==> src/rtl/rgb_hsv_pkg.sv <==
// Shared types, constants and elaboration checks for the RGB-to-HSV stream converter.
package rgb_hsv_pkg;

    typedef enum logic [2:0] {IDLE, PREP, DIV, SCALE, OUT} state_t;
    typedef enum logic [1:0] {SEC_R, SEC_G, SEC_B} sector_t;

    localparam int DEG60  = 60;
    localparam int DEG360 = 360;
    localparam int OFF_R  = 0;
    localparam int OFF_G  = 2;
    localparam int OFF_B  = 4;

    function automatic int sec_offset(input sector_t sec);
        case (sec)
            SEC_G:   return OFF_G;
            SEC_B:   return OFF_B;
            default: return OFF_R;
        endcase
    endfunction

    // Output word must hold the hue (up to 360 -> 9 integer bits) and v = cmax << frac.
    function automatic bit width_ok(input int pix_w, input int frac, input int n);
        int wide;
        wide = (pix_w > 9) ? pix_w : 9;
        return n >= frac + wide + 1;
    endfunction

endpackage

==> src/rtl/seq_frac_div.sv <==
// Iterative restoring divider for num <= den, producing QBITS quotient bits
// (one integer bit followed by QBITS-1 fraction bits), truncated.
module seq_frac_div #(
    parameter int W     = 8,
    parameter int QBITS = 16
) (
    input  logic             clk,
    input  logic             rst,
    input  logic             start,
    input  logic [W-1:0]     num,
    input  logic [W-1:0]     den,
    output logic             busy,
    output logic             done,
    output logic [QBITS-1:0] quot
);

    localparam int CW = $clog2(QBITS + 1);

    logic [W:0]       r_rem;
    logic [W-1:0]     r_den;
    logic [QBITS-1:0] r_q;
    logic [CW-1:0]    r_cnt;
    logic             r_busy;
    logic             r_zero;
    logic             w_ge;
    logic [W:0]       w_diff;

    assign w_ge   = r_rem >= {1'b0, r_den};
    assign w_diff = r_rem - {1'b0, r_den};

    always_ff @(posedge clk) begin
        if (rst) begin
            r_rem  <= '0;
            r_den  <= '0;
            r_q    <= '0;
            r_cnt  <= '0;
            r_busy <= 1'b0;
            r_zero <= 1'b0;
        end else if (start) begin
            r_rem  <= {1'b0, num};
            r_den  <= den;
            r_q    <= '0;
            r_cnt  <= CW'(QBITS);
            r_busy <= 1'b1;
            r_zero <= (den == '0);
        end else if (r_busy) begin
            r_cnt <= r_cnt - CW'(1);
            if (r_cnt == CW'(1))
                r_busy <= 1'b0;
            // A zero divisor still burns the full count so latency stays fixed.
            if (!r_zero) begin
                r_q   <= {r_q[QBITS-2:0], w_ge};
                r_rem <= w_ge ? (w_diff << 1) : (r_rem << 1);
            end
        end
    end

    assign busy = r_busy;
    assign done = r_busy && (r_cnt == CW'(1));
    assign quot = r_zero ? '0 : r_q;

endmodule

==> src/rtl/rgb_hsv_stream.sv <==
// Handshaked RGB-to-HSV converter: one pixel in flight, two parallel fixed-point
// dividers for hue fraction and saturation, fixed latency.
module rgb_hsv_stream
    import rgb_hsv_pkg::*;
#(
    parameter int PIX_W = 8,
    parameter int FRAC  = 15,
    parameter int N     = 32
) (
    input  logic             clk,
    input  logic             rst,
    input  logic             in_valid,
    output logic             in_ready,
    input  logic [PIX_W-1:0] r,
    input  logic [PIX_W-1:0] g,
    input  logic [PIX_W-1:0] b,
    output logic             out_valid,
    input  logic             out_ready,
    output logic [N-1:0]     h,
    output logic [N-1:0]     s,
    output logic [N-1:0]     v
);

    generate
        if (!width_ok(PIX_W, FRAC, N)) begin : g_width_err
            $error("rgb_hsv_stream: N too small for PIX_W and FRAC");
        end
    endgenerate

    state_t              r_state;
    logic                r_in_ready, r_out_valid;
    logic [N-1:0]        r_h, r_s, r_v;
    logic [PIX_W-1:0]    r_r, r_g, r_b, r_cmax;
    logic                r_neg, r_dz;
    sector_t             r_sec;

    sector_t             w_sec;
    logic [PIX_W-1:0]    w_cmax, w_cmin, w_delta, w_mag;
    logic signed [PIX_W:0] w_num;
    logic                w_start, w_busy_h, w_busy_s, w_done_h, w_done_s;
    logic [FRAC:0]       w_quot_h, w_quot_s;
    logic signed [N:0]   w_qh, w_off, w_hq;
    logic signed [N+6:0] w_hq7, w_h60, w_hwrap;
    logic [N-1:0]        w_hue;

    function automatic logic signed [N+6:0] mul_deg60(input logic signed [N+6:0] x);
        logic signed [N+6:0] acc;
        acc = '0;
        for (int i = 0; i < 7; i++)
            if (DEG60[i]) acc = acc + (x <<< i);
        return acc;
    endfunction

    // Sector selection: ties resolve R, then G, then B.
    always_comb begin
        w_sec  = SEC_B;
        w_cmax = r_b;
        w_num  = {1'b0, r_r} - {1'b0, r_g};
        if (r_r >= r_g && r_r >= r_b) begin
            w_sec  = SEC_R;
            w_cmax = r_r;
            w_num  = {1'b0, r_g} - {1'b0, r_b};
        end else if (r_g >= r_b) begin
            w_sec  = SEC_G;
            w_cmax = r_g;
            w_num  = {1'b0, r_b} - {1'b0, r_r};
        end
        w_cmin = r_r;
        if (r_g < w_cmin) w_cmin = r_g;
        if (r_b < w_cmin) w_cmin = r_b;
        w_delta = w_cmax - w_cmin;
        w_mag   = w_num[PIX_W] ? PIX_W'(-w_num) : w_num[PIX_W-1:0];
    end

    assign w_start = (r_state == PREP);

    seq_frac_div #(.W(PIX_W), .QBITS(FRAC + 1)) div_h (
        .clk(clk), .rst(rst), .start(w_start), .num(w_mag), .den(w_delta),
        .busy(w_busy_h), .done(w_done_h), .quot(w_quot_h)
    );

    seq_frac_div #(.W(PIX_W), .QBITS(FRAC + 1)) div_s (
        .clk(clk), .rst(rst), .start(w_start), .num(w_delta), .den(w_cmax),
        .busy(w_busy_s), .done(w_done_s), .quot(w_quot_s)
    );

    // Hue: signed sector-relative quotient, scaled by 60 and wrapped into [0,360).
    always_comb begin
        w_qh  = {{(N - FRAC){1'b0}}, w_quot_h};
        w_off = '0;
        w_off[FRAC+2:FRAC] = 3'(sec_offset(r_sec));
        w_hq    = (r_neg ? -w_qh : w_qh) + w_off;
        w_hq7   = {{6{w_hq[N]}}, w_hq};
        w_h60   = mul_deg60(w_hq7);
        w_hwrap = w_h60;
        if (w_h60 < 0)
            w_hwrap = w_h60 + ((N+7)'(DEG360) <<< FRAC);
        w_hue = w_hwrap[N-1:0];
    end

    always_ff @(posedge clk) begin
        if (rst) begin
            r_state     <= IDLE;
            r_in_ready  <= 1'b0;
            r_out_valid <= 1'b0;
            r_h         <= '0;
            r_s         <= '0;
            r_v         <= '0;
            r_r         <= '0;
            r_g         <= '0;
            r_b         <= '0;
            r_cmax      <= '0;
            r_neg       <= 1'b0;
            r_dz        <= 1'b0;
            r_sec       <= SEC_R;
        end else begin
            case (r_state)
                IDLE: begin
                    if (in_valid && r_in_ready) begin
                        r_r        <= r;
                        r_g        <= g;
                        r_b        <= b;
                        r_in_ready <= 1'b0;
                        r_state    <= PREP;
                    end else begin
                        r_in_ready <= 1'b1;
                    end
                end
                PREP: begin
                    r_neg   <= w_num[PIX_W];
                    r_sec   <= w_sec;
                    r_cmax  <= w_cmax;
                    r_dz    <= (w_delta == '0);
                    r_state <= DIV;
                end
                DIV: begin
                    if (w_done_h && w_done_s)
                        r_state <= SCALE;
                    else if (!w_busy_h && !w_busy_s)
                        r_state <= IDLE;
                end
                SCALE: begin
                    r_h         <= r_dz ? '0 : w_hue;
                    r_s         <= (r_cmax == '0) ? '0 : {{(N - FRAC - 1){1'b0}}, w_quot_s};
                    r_v         <= {{(N - PIX_W - FRAC){1'b0}}, r_cmax, {FRAC{1'b0}}};
                    r_out_valid <= 1'b1;
                    r_state     <= OUT;
                end
                OUT: begin
                    if (out_ready) begin
                        r_out_valid <= 1'b0;
                        r_in_ready  <= 1'b1;
                        r_state     <= IDLE;
                    end
                end
                default: r_state <= IDLE;
            endcase
        end
    end

    assign in_ready  = r_in_ready;
    assign out_valid = r_out_valid;
    assign h         = r_h;
    assign s         = r_s;
    assign v         = r_v;

endmodule

==> config.mk <==
export PLATFORM = sky130hd
export DESIGN_NAME = rgb_hsv_stream
export DESIGN_NICKNAME = d
export VERILOG_FILES = /design/src/rtl/rgb_hsv_pkg.sv /design/src/rtl/seq_frac_div.sv /design/src/rtl/rgb_hsv_stream.sv
export SDC_FILE = /design/constraint.sdc
export NUM_CORES = 1
export LEC_CHECK = 0
export ABC_AREA = 1
export ABC_CLOCK_PERIOD_IN_PS = 9100
export CAP_MARGIN = 20
export CORE_ASPECT_RATIO = 1.75
export CORE_MARGIN = 2
export CORE_UTILIZATION = 55
export DETAILED_ROUTE_END_ITERATION = 6
export GPL_ROUTABILITY_DRIVEN = 0
export PLACE_DENSITY_LB_ADDON = 0.25
export SYNTH_ARGS = -nofsm -noshare
export SYNTH_HDL_FRONTEND = slang
export SYNTH_SLANG_ARGS = --single-unit
==> constraint.sdc <==
create_clock -name clk -period 9.1 [get_ports clk]
set_input_delay 1.365 -clock clk [delete_from_list [all_inputs] [get_ports clk]]
set_output_delay 1.365 -clock clk [all_outputs]
set_load 0.02 [all_outputs]
# --- Yosys cells after proc, flatten, opt, wreduce, memory -nomap -nowiden ---
# Index checks and enable logic that the tools add are counted.
word_totals:
  regBits: 184
  latchBits: 0
  mem_bits_rw: 0
  mem_bits_ro: 0
  inputBits: 28
  out_inout_bits: 98
  elab_cells: 134
  mem_count: 0
classes:
  n_addsub: 15
  multipliers: 0
  div: 0
  n_lt_le_gt_ge: 8
  n_eq_ne: 13
  shift: 0
  mux: 44
  bitwise: 2
  reduce_logical: 25
op_table:
  columns: ["op", "n"]
  rows:
  - ["$mux 8", 11]
  - ["$mux 32", 2]
  - ["$mux 16", 3]
  - ["$add 38x38->39", 1]
  - ["$lt 39x1->1 const B", 1]
  - ["$add 37x37->38", 1]
  - ["$add 35x36->37", 1]
  - ["$mux 9", 4]
  - ["$add 33x19->33", 1]
  - ["$mux 33", 1]
  - ["$neg 16->33", 1]
  - ["$add 32x25->32 const B", 1]
  - ["$sub 8x8->9", 3]
  - ["$ge 8x8->1", 3]
  - ["$logic_not 8->1", 3]
  - ["$sub 8x8->8", 3]
  - ["$mux 5", 4]
  - ["$ge 9x8->1", 2]
  - ["$lt 8x8->1", 2]
  - ["$pmux 3 s5", 1]
  - ["$reduce_and 2->1", 7]
  - ["$mux 3", 4]
  - ["$eq 5x1->1 const B", 2]
  - ["$sub 5x1->5 const B", 2]
  - ["20 further kinds", 43]

# --- Logic depth before layout (Yosys ltp) ---
# Gate-level depths: netlist (run 1).
logic_depth:
  depth_word: 10
  ltp_mapped: 39
  ltp_nobuf: 39

# --- By module ---
# From an unflattened synthesis (run 1), not the netlist that was laid out.
unflattened:
  cells_unflattened: 2112
  hier_area_um2: 14720.4
by_module_without_submodules:
  columns: ["module", "instances", "cells_per_inst", "area_each_um2", "seq_area_each_um2"]
  rows:
  - ["rgb_hsv_stream", 1, 1473, 10176.0, 1901.8]
  - ["seq_frac_div (div_h)", 1, 320, 2306.0, 800.8]
  - ["seq_frac_div (div_s)", 1, 319, 2238.4, 800.8]

# --- Worst setup path before layout (run 1) ---
# OpenSTA, ideal clock, no wires.
synth_timing:
  path_type: "register -> register"
  start: "reg div_h.r_zero"
  end: "reg r_h[28], in the netlist h[28]"
  setup_time_ns: 0.134
  arrival_time_ns: 5.313
  required_time_ns: 8.966
  setup_slack_ns: 3.654
  path_stages_with_launch: 31
  n_path_buf: 0
  synth_period_minus_slack_ns: 5.446
  path_cell_list: "dfxtp_1 nor2_1 inv_1 ha_1 nand3_1 nor2_2 a21oi_4 ha_1 inv_1 fa_1 xor2_1 inv_1 fa_1 inv_1 fa_1 inv_1 ha_1 nand2_1 nor2_1 nand2_1 nand3b_1 nand3_1 nand2_1 nand2_1 inv_1 nor2_1 nand2_1 o21ai_0 nand2_1 nand2_1 a21oi_1"
synth_via:
  elab_chain_len: 10
  word_cells_on_any_way: 11
  cone_classes: "add/sub (6); order compare (1); mux (4)"
synth_lines:
  columns: ["item", "line_no", "source"]
  rows:
  - ["from (decl)", "seq_frac_div.sv:24", "logic r_zero;"]
  - ["from (signal assigned)", "seq_frac_div.sv:45", "r_zero <= (den == '0);"]
  - ["$mux 16", "seq_frac_div.sv:60", "assign quot = r_zero ? '0 : r_q;"]
  - ["$neg 16->33", "rgb_hsv_stream.sv:92", "w_hq = (r_neg ? -w_qh : w_qh) + w_off;"]
  - ["$mux 33", "rgb_hsv_stream.sv:92", null]
  - ["$add 33x19->33", "rgb_hsv_stream.sv:92", null]
  - ["$add 35x36->37", "rgb_hsv_stream.sv:50", "if (DEG60[i]) acc = acc + (x <<< i);"]
  - ["$add 37x37->38", "rgb_hsv_stream.sv:50", null]
  - ["$add 38x38->39", "rgb_hsv_stream.sv:50", null]
  - ["$add 32x25->32 / $lt 39x1->1 (equally long branches)", "rgb_hsv_stream.sv:97, rgb_hsv_stream.sv:96", null]
  - ["$mux 32", "rgb_hsv_stream.sv:96", "if (w_h60 < 0)"]
  - ["$mux 32 (*)", "rgb_hsv_stream.sv:143", "r_h <= r_dz ? '0 : w_hue;"]
  - ["to (signal assigned)", "rgb_hsv_stream.sv:143", null]
  - ["to (decl)", "rgb_hsv_stream.sv:32", "logic [N-1:0] r_h, r_s, r_v;"]
# Mark *: on every way between the ends. The rest lies on a longest branch, timed or not.
# A chain may end at the register's enable or synchronous reset.

# --- Worst setup path in the final report (run 1) ---
# Same ends and word-level chain as after synthesis.

==> results.json, run 1 <==
{
  "crit_path_max_incr_delay_ns": 0.56,
  "synth.distinct_cells": 53,
  "via_per_inst": 5.614,
  "ir_worst_vdd_mv": 0.3447,
  "run_status": "completed",
  "rr_worst_depth": 28,
  "min_period_ns": 6.700,
  "cts_setup_buffers": 0,
  "cts_max_level": 4,
  "async_reset_ff_frac": 0,
  "firstDrtPassIters": 5,
  "numCtsBuffers": 17,
  "synth_top_area_frac": 0.2381,
  "cellPowerDensity_mw_per_mm2": 365.6,
  "synth.most_common_cell": "nand2_1",
  "core_area_mm2": 0.02515,
  "start_util": 0.5551,
  "reg2reg_slack_ns": 2.40,
  "cts_resized": 0,
  "clock_path_buffers": 2,
  "synth_seq_cells": 166,
  "syn_avg_cell_area_um2": 6.806,
  "io_pins": 126,
  "port_buffers": 83,
  "min_to": "div_h.r_den[7]",
  "synth_ff_type": "dfxtp_1",
  "finalMaxSlewViolations": 0,
  "die-area_mm2": 0.02672,
  "ant_nets": 0,
  "grt_pass1_wl_mm": 63.47,
  "track_usage": 0.2933,
  "cap_violations": 0,
  "hold_class": "flip-flop to flip-flop",
  "synthTopCellsByCount": "nand2_1 (560), inv_1 (280), a21oi_1 (212)",
  "max_slew_margin": 0.2878,
  "finalWirelength_mm": 39.56,
  "area_growth_syn_to_layout_pct": 11.16,
  "setup_viol": 0,
  "tns_ns": 0,
  "instances_no_fill": 2438,
  "start_kind": "flip-flop",
  "syn_inst": 2051,
  "ys_seq_area_frac": 0.2381,
  "fin_crit_sh": 0.7362,
  "critPathArrivalTime_ns": 7.00,
  "endpoint_kind": "flip-flop",
  "die_w_um": 124.4,
  "num_antenna_cells": 0,
  "r2r-start": "div_h.r_zero",
  "clkSinkCount": 166,
  "critPathKind": "flip-flop to flip-flop",
  "cts_hold_buf": 0,
  "dpl.cell_count": 2405,
  "dp_hpwl_mm": 31.23,
  "hold-path-cell-count": 2,
  "fin_nets": 2306,
  "post_drt_wl_per_cell_um": 16.23,
  "drive_above_1_share": 0.04336,
  "crit_fanout": 10,
  "drt_iter0_drc": 746,
  "grt_pass1_vias": 13392,
  "path_clk_slew_ns": 0.07,
  "rsz0062_at_grt": "false",
  "cp_data_required_time_ns": 9.40,
  "leakage_nw": 7.446,
  "vias": 13687,
  "synthTopCellsByArea": "dfxtp_1 (24%), nand2_1 (15%), fa_1 (9.3%)",
  "r2r-end": "h[28]",
  "route.detailed.drc": 0,
  "worst_slew_pin_slew_ns": 1.064,
  "syn_area_mm2": 0.01396,
  "cts_tree": "yes",
  "antenna_found_initial": 0,
  "skew_ns": 0.008004,
  "die_h_um": 214.7,
  "fmax_mhz": 149.3,
  "synth_top_area_cell": "dfxtp_1",
  "grt_max_degree": 67,
  "rows": 77,
  "hold_viol": 0,
  "synth_edf_count": 0,
  "yosysWarnings": 0,
  "hp-start": "div_h.r_den[7]",
  "clkLatencyLatePin_ns": 0.44,
  "overflow": 0,
  "slowest_stage": "fa_1",
  "root_buffer": "clkbuf_16"
}
-- critical path, delay by kind of cell, from the launching register on --
kind            cells  cell delay (ns)
xor+xnor            1             0.36
buf+inv             5             0.47
flops               1             0.38
compound gates      6             1.58
simple gates       10             1.49
fa+ha+maj           6             2.29
-- cells in the final DEF (no fill, tap or decap), types with 3 or more instances in the layout --
master and instances:
o21ai_1 3, nand3b_1 9, nand2_1 559, dfxtp_1 166, nor2_2 4, bufinv_16 3, clkbuf_16 17, conb_1 42
xor2_1 32, nand3_1 112, a31oi_1 9, o211ai_1 24, nand2_4 6, nor4_1 5, clkdlybuf4s50_1 82, nor2_1 101
fa_1 65, xnor2_1 17, inv_1 280, inv_2 9, a211oi_1 6, o22ai_1 16, o21bai_1 6, nand2_2 11
buf_4 7, a21oi_1 212, clkinv_1 3, nor3_1 18, or2_2 10, o21ai_0 113, o2111ai_1 3, o221ai_1 5
ha_1 103, nand4_1 28, clkinv_4 4
-- per-stage QoR --
step / worst slack [ns] / utilization / power, mW / hold WS [ns] / instance area [µm²]
2_1_floorplan: 3.654 / - / 3.915 / 0.4260 / 14110
3_3_place_gp: 2.866 / 0.5909 / 4.731 / 0.4484 / 14860
3_5_place_dp: 2.728 / 0.5909 / 4.822 / 0.4490 / 14860
4_1_cts: 2.711 / 0.6152 / 5.594 / 0.4604 / 15470
5_1_grt: 2.044 / 0.6171 / 6.186 / 0.4768 / 15520
6_report: 2.400 / 0.6171 / 5.673 / 0.4595 / 15520
-- worst max-delay path by stage --
stage / endpoint / slack [ns] / startpoint / depth (start not counted)
3_5_place_dp: h[28] / 2.73 / div_h.r_zero / 28
4_1_cts: h[28] / 2.71 / div_h.r_zero / 28
6_report: h[28] / 2.40 / div_h.r_zero / 28
3_3_place_gp: h[28] / 2.87 / div_h.r_zero / 28
5_1_grt: h[28] / 2.04 / div_h.r_zero / 28
2_1_floorplan: h[28] / 3.65 / div_h.r_zero / 30
-- state kept, by name, summed over array words and instances, names as in the netlist, 2 cells and up --
name / flops
r_sec: 2
div_s.r_cnt: 5
r_g: 8
r_b: 8
r_r: 8
div_s.r_q: 16
div_h.r_den: 8
h: 30
r_state: 3
div_h.r_rem: 9
div_h.r_cnt: 5
s: 16
div_h.r_q: 16
div_s.r_rem: 9
v: 8
div_s.r_den: 8
-- final cells by class --
class,instances,area [µm²]
Sequential cell,166,3323
Clock inverter,13,171.4
Multi-Input combinational cell,1540,9159
Tap cell,316,395.4
Clock buffer,18,439.2
Inverter,293,1102
Fill cell,2300,9629
Timing Repair Buffer,92,925.9
-- kinds of logic (layout without fill, tap and decap cells) --
family | count (synthesis) | in the layout | synth area share
AO/OA/AOI/OAI | 406 | 406 | 0.1592
XOR/XNOR | 50 | 50 | 0.03191
adder cells (fa/ha/maj) | 169 | 169 | 0.1863
buffers and inverters | 386 | 416 | 0.1173
flip-flops | 166 | 166 | 0.2381
AND/OR/NAND/NOR | 873 | 873 | 0.2669
other | 1 | 42 | 0.0002687
-- power breakdown --
part / leakage [nW] / switching (mW) / internal (mW)
logic: 5.80 / 2.66 / 1.33
registers: 1.35 / 0.0928 / 0.827
clock network: 0.299 / 0.319 / 0.441
-- per-layer routing --
metal / part of all wire / global-route usage
met1: 0.34 / 0.2673
met2: 0.54 / 0.5659
met3: 0.040 / 0.04556
met4: 0.081 / 0.2266
met5: 0 / 0
No activity file was read; power rests on OpenSTA's default activity.
==> inputs of run 2 (changes only) <==
--- a/config.mk
+++ b/config.mk
@@ -6,7 +6,7 @@
 export NUM_CORES = 1
 export LEC_CHECK = 0
 export ABC_AREA = 1
-export ABC_CLOCK_PERIOD_IN_PS = 9100
+export ABC_CLOCK_PERIOD_IN_PS = 6700
 export CAP_MARGIN = 20
 export CORE_ASPECT_RATIO = 1.75
 export CORE_MARGIN = 2
==> constraint.sdc (replaced) <==
create_clock -name clk -period 6.7 [get_ports clk]
set_input_delay 1.005 -clock clk [delete_from_list [all_inputs] [get_ports clk]]
set_output_delay 1.005 -clock clk [all_outputs]
set_load 0.02 [all_outputs]
==> run 2 against run 1 <==
The flow now finishes with violations (design-rule violations). Cell count rose by 0.12%. Register-to-register slack got worse by 1.9 ns. Power rose by 37%. First-iteration DRC count fell by 1.1%. Hold slack barely moved. Clock skew barely moved. Global-route usage rose by 0.065 points. Combinational power rose by 36%. Wire length fell by 0.56%. Critical path type unchanged. Critical endpoint is now h[31].
==> results.json, run 2 (synthesized netlist as in run 1, its figures left out) <==
{
  "pre_cts_slack_ns": 0.5174,
  "hold-path-cell-count": 2,
  "clock_path_buffers": 2,
  "cts_hold_buf": 0,
  "firstDrtPassIters": 7,
  "core_area_mm2": 0.02515,
  "failed_checks": "design-rule violations",
  "run_status": "complete, but fails checks",
  "rr_worst_depth": 27,
  "overflow": 0,
  "worst_slew_pin_slew_ns": 0.8333,
  "drive_above_1_share": 0.04518,
  "fillerInstances": 2332,
  "cp_data_required_time_ns": 7.00,
  "start_util": 0.5551,
  "cts_tree": "yes",
  "setup_viol": 0,
  "rows": 77,
  "via_per_inst": 5.613,
  "cts_max_level": 4,
  "numCtsBuffers": 17,
  "max_slew_margin": 0.4439,
  "clkLatencyLatePin_ns": 0.45,
  "cts_setup_buffers": 0,
  "start_kind": "flip-flop",
  "fmax_mhz": 160.7,
  "skew_ns": 0.007852,
  "instances_no_fill": 2441,
  "root_buffer": "clkbuf_16",
  "dp_hpwl_mm": 31.20,
  "tns_ns": 0,
  "ant_nets": 0,
  "endpoint_kind": "flip-flop",
  "grt_pass1_wl_mm": 63.83,
  "critPathKind": "flip-flop to flip-flop",
  "fin_nets": 2309,
  "port_buffers": 83,
  "die-area_mm2": 0.02672,
  "finalMaxSlewViolations": 0,
  "crit_fanout": 10,
  "route.detailed.drc": 1,
  "cts_resized": 0,
  "ir_worst_vdd_mv": 0.4736,
  "post_drt_wl_per_cell_um": 16.12,
  "dpl.cell_count": 2408,
  "fin_crit_sh": 0.9288,
  "io_pins": 126,
  "hold_viol": 0,
  "cellPowerDensity_mw_per_mm2": 498.1,
  "critPathArrivalTime_ns": 6.52,
  "report.power.total_mw": 7.753,
  "path_clk_slew_ns": 0.07,
  "num_antenna_cells": 0,
  "grt_pass1_vias": 13453,
  "antenna_found_initial": 0,
  "leakage_nw": 7.472,
  "area_growth_syn_to_layout_pct": 11.52,
  "largest_register_ffs": 30,
  "clkSinkCount": 166,
  "grt_max_degree": 67,
  "vias": 13701,
  "drt_iter0_drc": 738,
  "rsz0062_at_grt": "false",
  "die_h_um": 214.7,
  "die_w_um": 124.4,
  "setup_slack_ns": 0.4772,
  "hold_class": "flip-flop to flip-flop",
  "track_usage": 0.2940,
  "cap_violations": 0,
  "finalWirelength_mm": 39.34,
  "min_period_ns": 6.223,
  "most-common-layout-cells": "nand2_1 (559), inv_1 (280), a21oi_1 (212)",
  "final_common_cell": "nand2_1"
}
-- run 2: cell types whose count changed in the layout (fill, tap and decap cells not counted) --
| cell | previous run | this run |
|---|---|---|
| inv_6 | 2 | 0 |
| o21ai_1 | 3 | 4 |
| bufinv_16 | 3 | 4 |
| clkinv_4 | 4 | 3 |
| xor2_1 | 32 | 31 |
| o21ai_0 | 113 | 112 |
| inv_8 | 1 | 3 |
| xor2_2 | 1 | 2 |
| buf_4 | 7 | 10 |
| buf_12 | 1 | 0 |
| clkbuf_8 | 1 | 2 |
-- run 2: per-layer routing --
metal / GRT usage / routed length [µm] / up-vias
met2: 0.5623 / 21280 / 473
met5: 0 / 0 / -
met1: 0.2745 / 13390 / 6328
met3: 0.04680 / 1574 / 186
met4: 0.2199 / 3103 / 0
li1: - / - / 6714
-- run 2: worst paths after layout --
path                            slack (ns)              to            from
worst max-delay path                  0.48           h[31]    div_h.r_zero
worst min-delay path                  0.46  div_h.r_den[7]  div_h.r_den[7]
worst max register to register        0.48           h[31]    div_h.r_zero
worst min register to register        0.46  div_h.r_den[7]  div_h.r_den[7]
-- run 2: where the power goes --
group          switching, mW  total [mW]  leakage, nW  internal, mW
clock                  0.435        1.07        0.312         0.639
sequential             0.125        1.25         1.35          1.12
combinational           3.62        5.43         5.81          1.81
total                   4.18        7.75         7.47          3.57
-- run 2: final cells by class --
| class | instances | area, µm² | share of cell area |
|---|---|---|---|
| multi-input cells | 1540 | 9166 | 0.5889 |
| flip-flops and latches | 166 | 3323 | 0.2135 |
| repair buffers | 95 | 942.2 | 0.06053 |
| clock buffers | 18 | 439.2 | 0.02821 |
| clock inverters | 13 | 197.7 | 0.01270 |
| well taps | 316 | 395.4 | 0.02540 |
| inverters | 293 | 1102 | 0.07081 |
-- run 2: through the flow --
| step | hold slack, ns | cell area, µm² | util |
|---|---|---|---|
| floorplan | 0.4260 | 14110 | - |
| global placement | 0.4496 | 14880 | 0.5918 |
| detailed placement | 0.4511 | 14880 | 0.5918 |
| CTS | 0.4621 | 15520 | 0.6171 |
| global route | 0.4805 | 15570 | 0.6190 |
| finish | 0.4594 | 15570 | 0.6190 |
-- run 2: worst max-delay path, stage by stage (launching register included) --
cell	delay [ns]
dfxtp_1	0.38
nor2_1	0.28
inv_1	0.14
ha_1	0.23
nand3_1	0.15
nor2_2	0.10
a21oi_4	0.11
buf_4	0.22
ha_1	0.19
inv_1	0.06
fa_1	0.42
xor2_2	0.27
inv_1	0.16
ha_1	0.35
xor2_1	0.18
fa_1	0.52
inv_1	0.04
ha_1	0.37
a21oi_1	0.20
o21ai_0	0.16
a21oi_1	0.26
nand3_1	0.18
xor2_1	0.40
nand2_1	0.12
nor2_1	0.25
nand3_1	0.12
nand3_1	0.11
a21oi_1	0.06
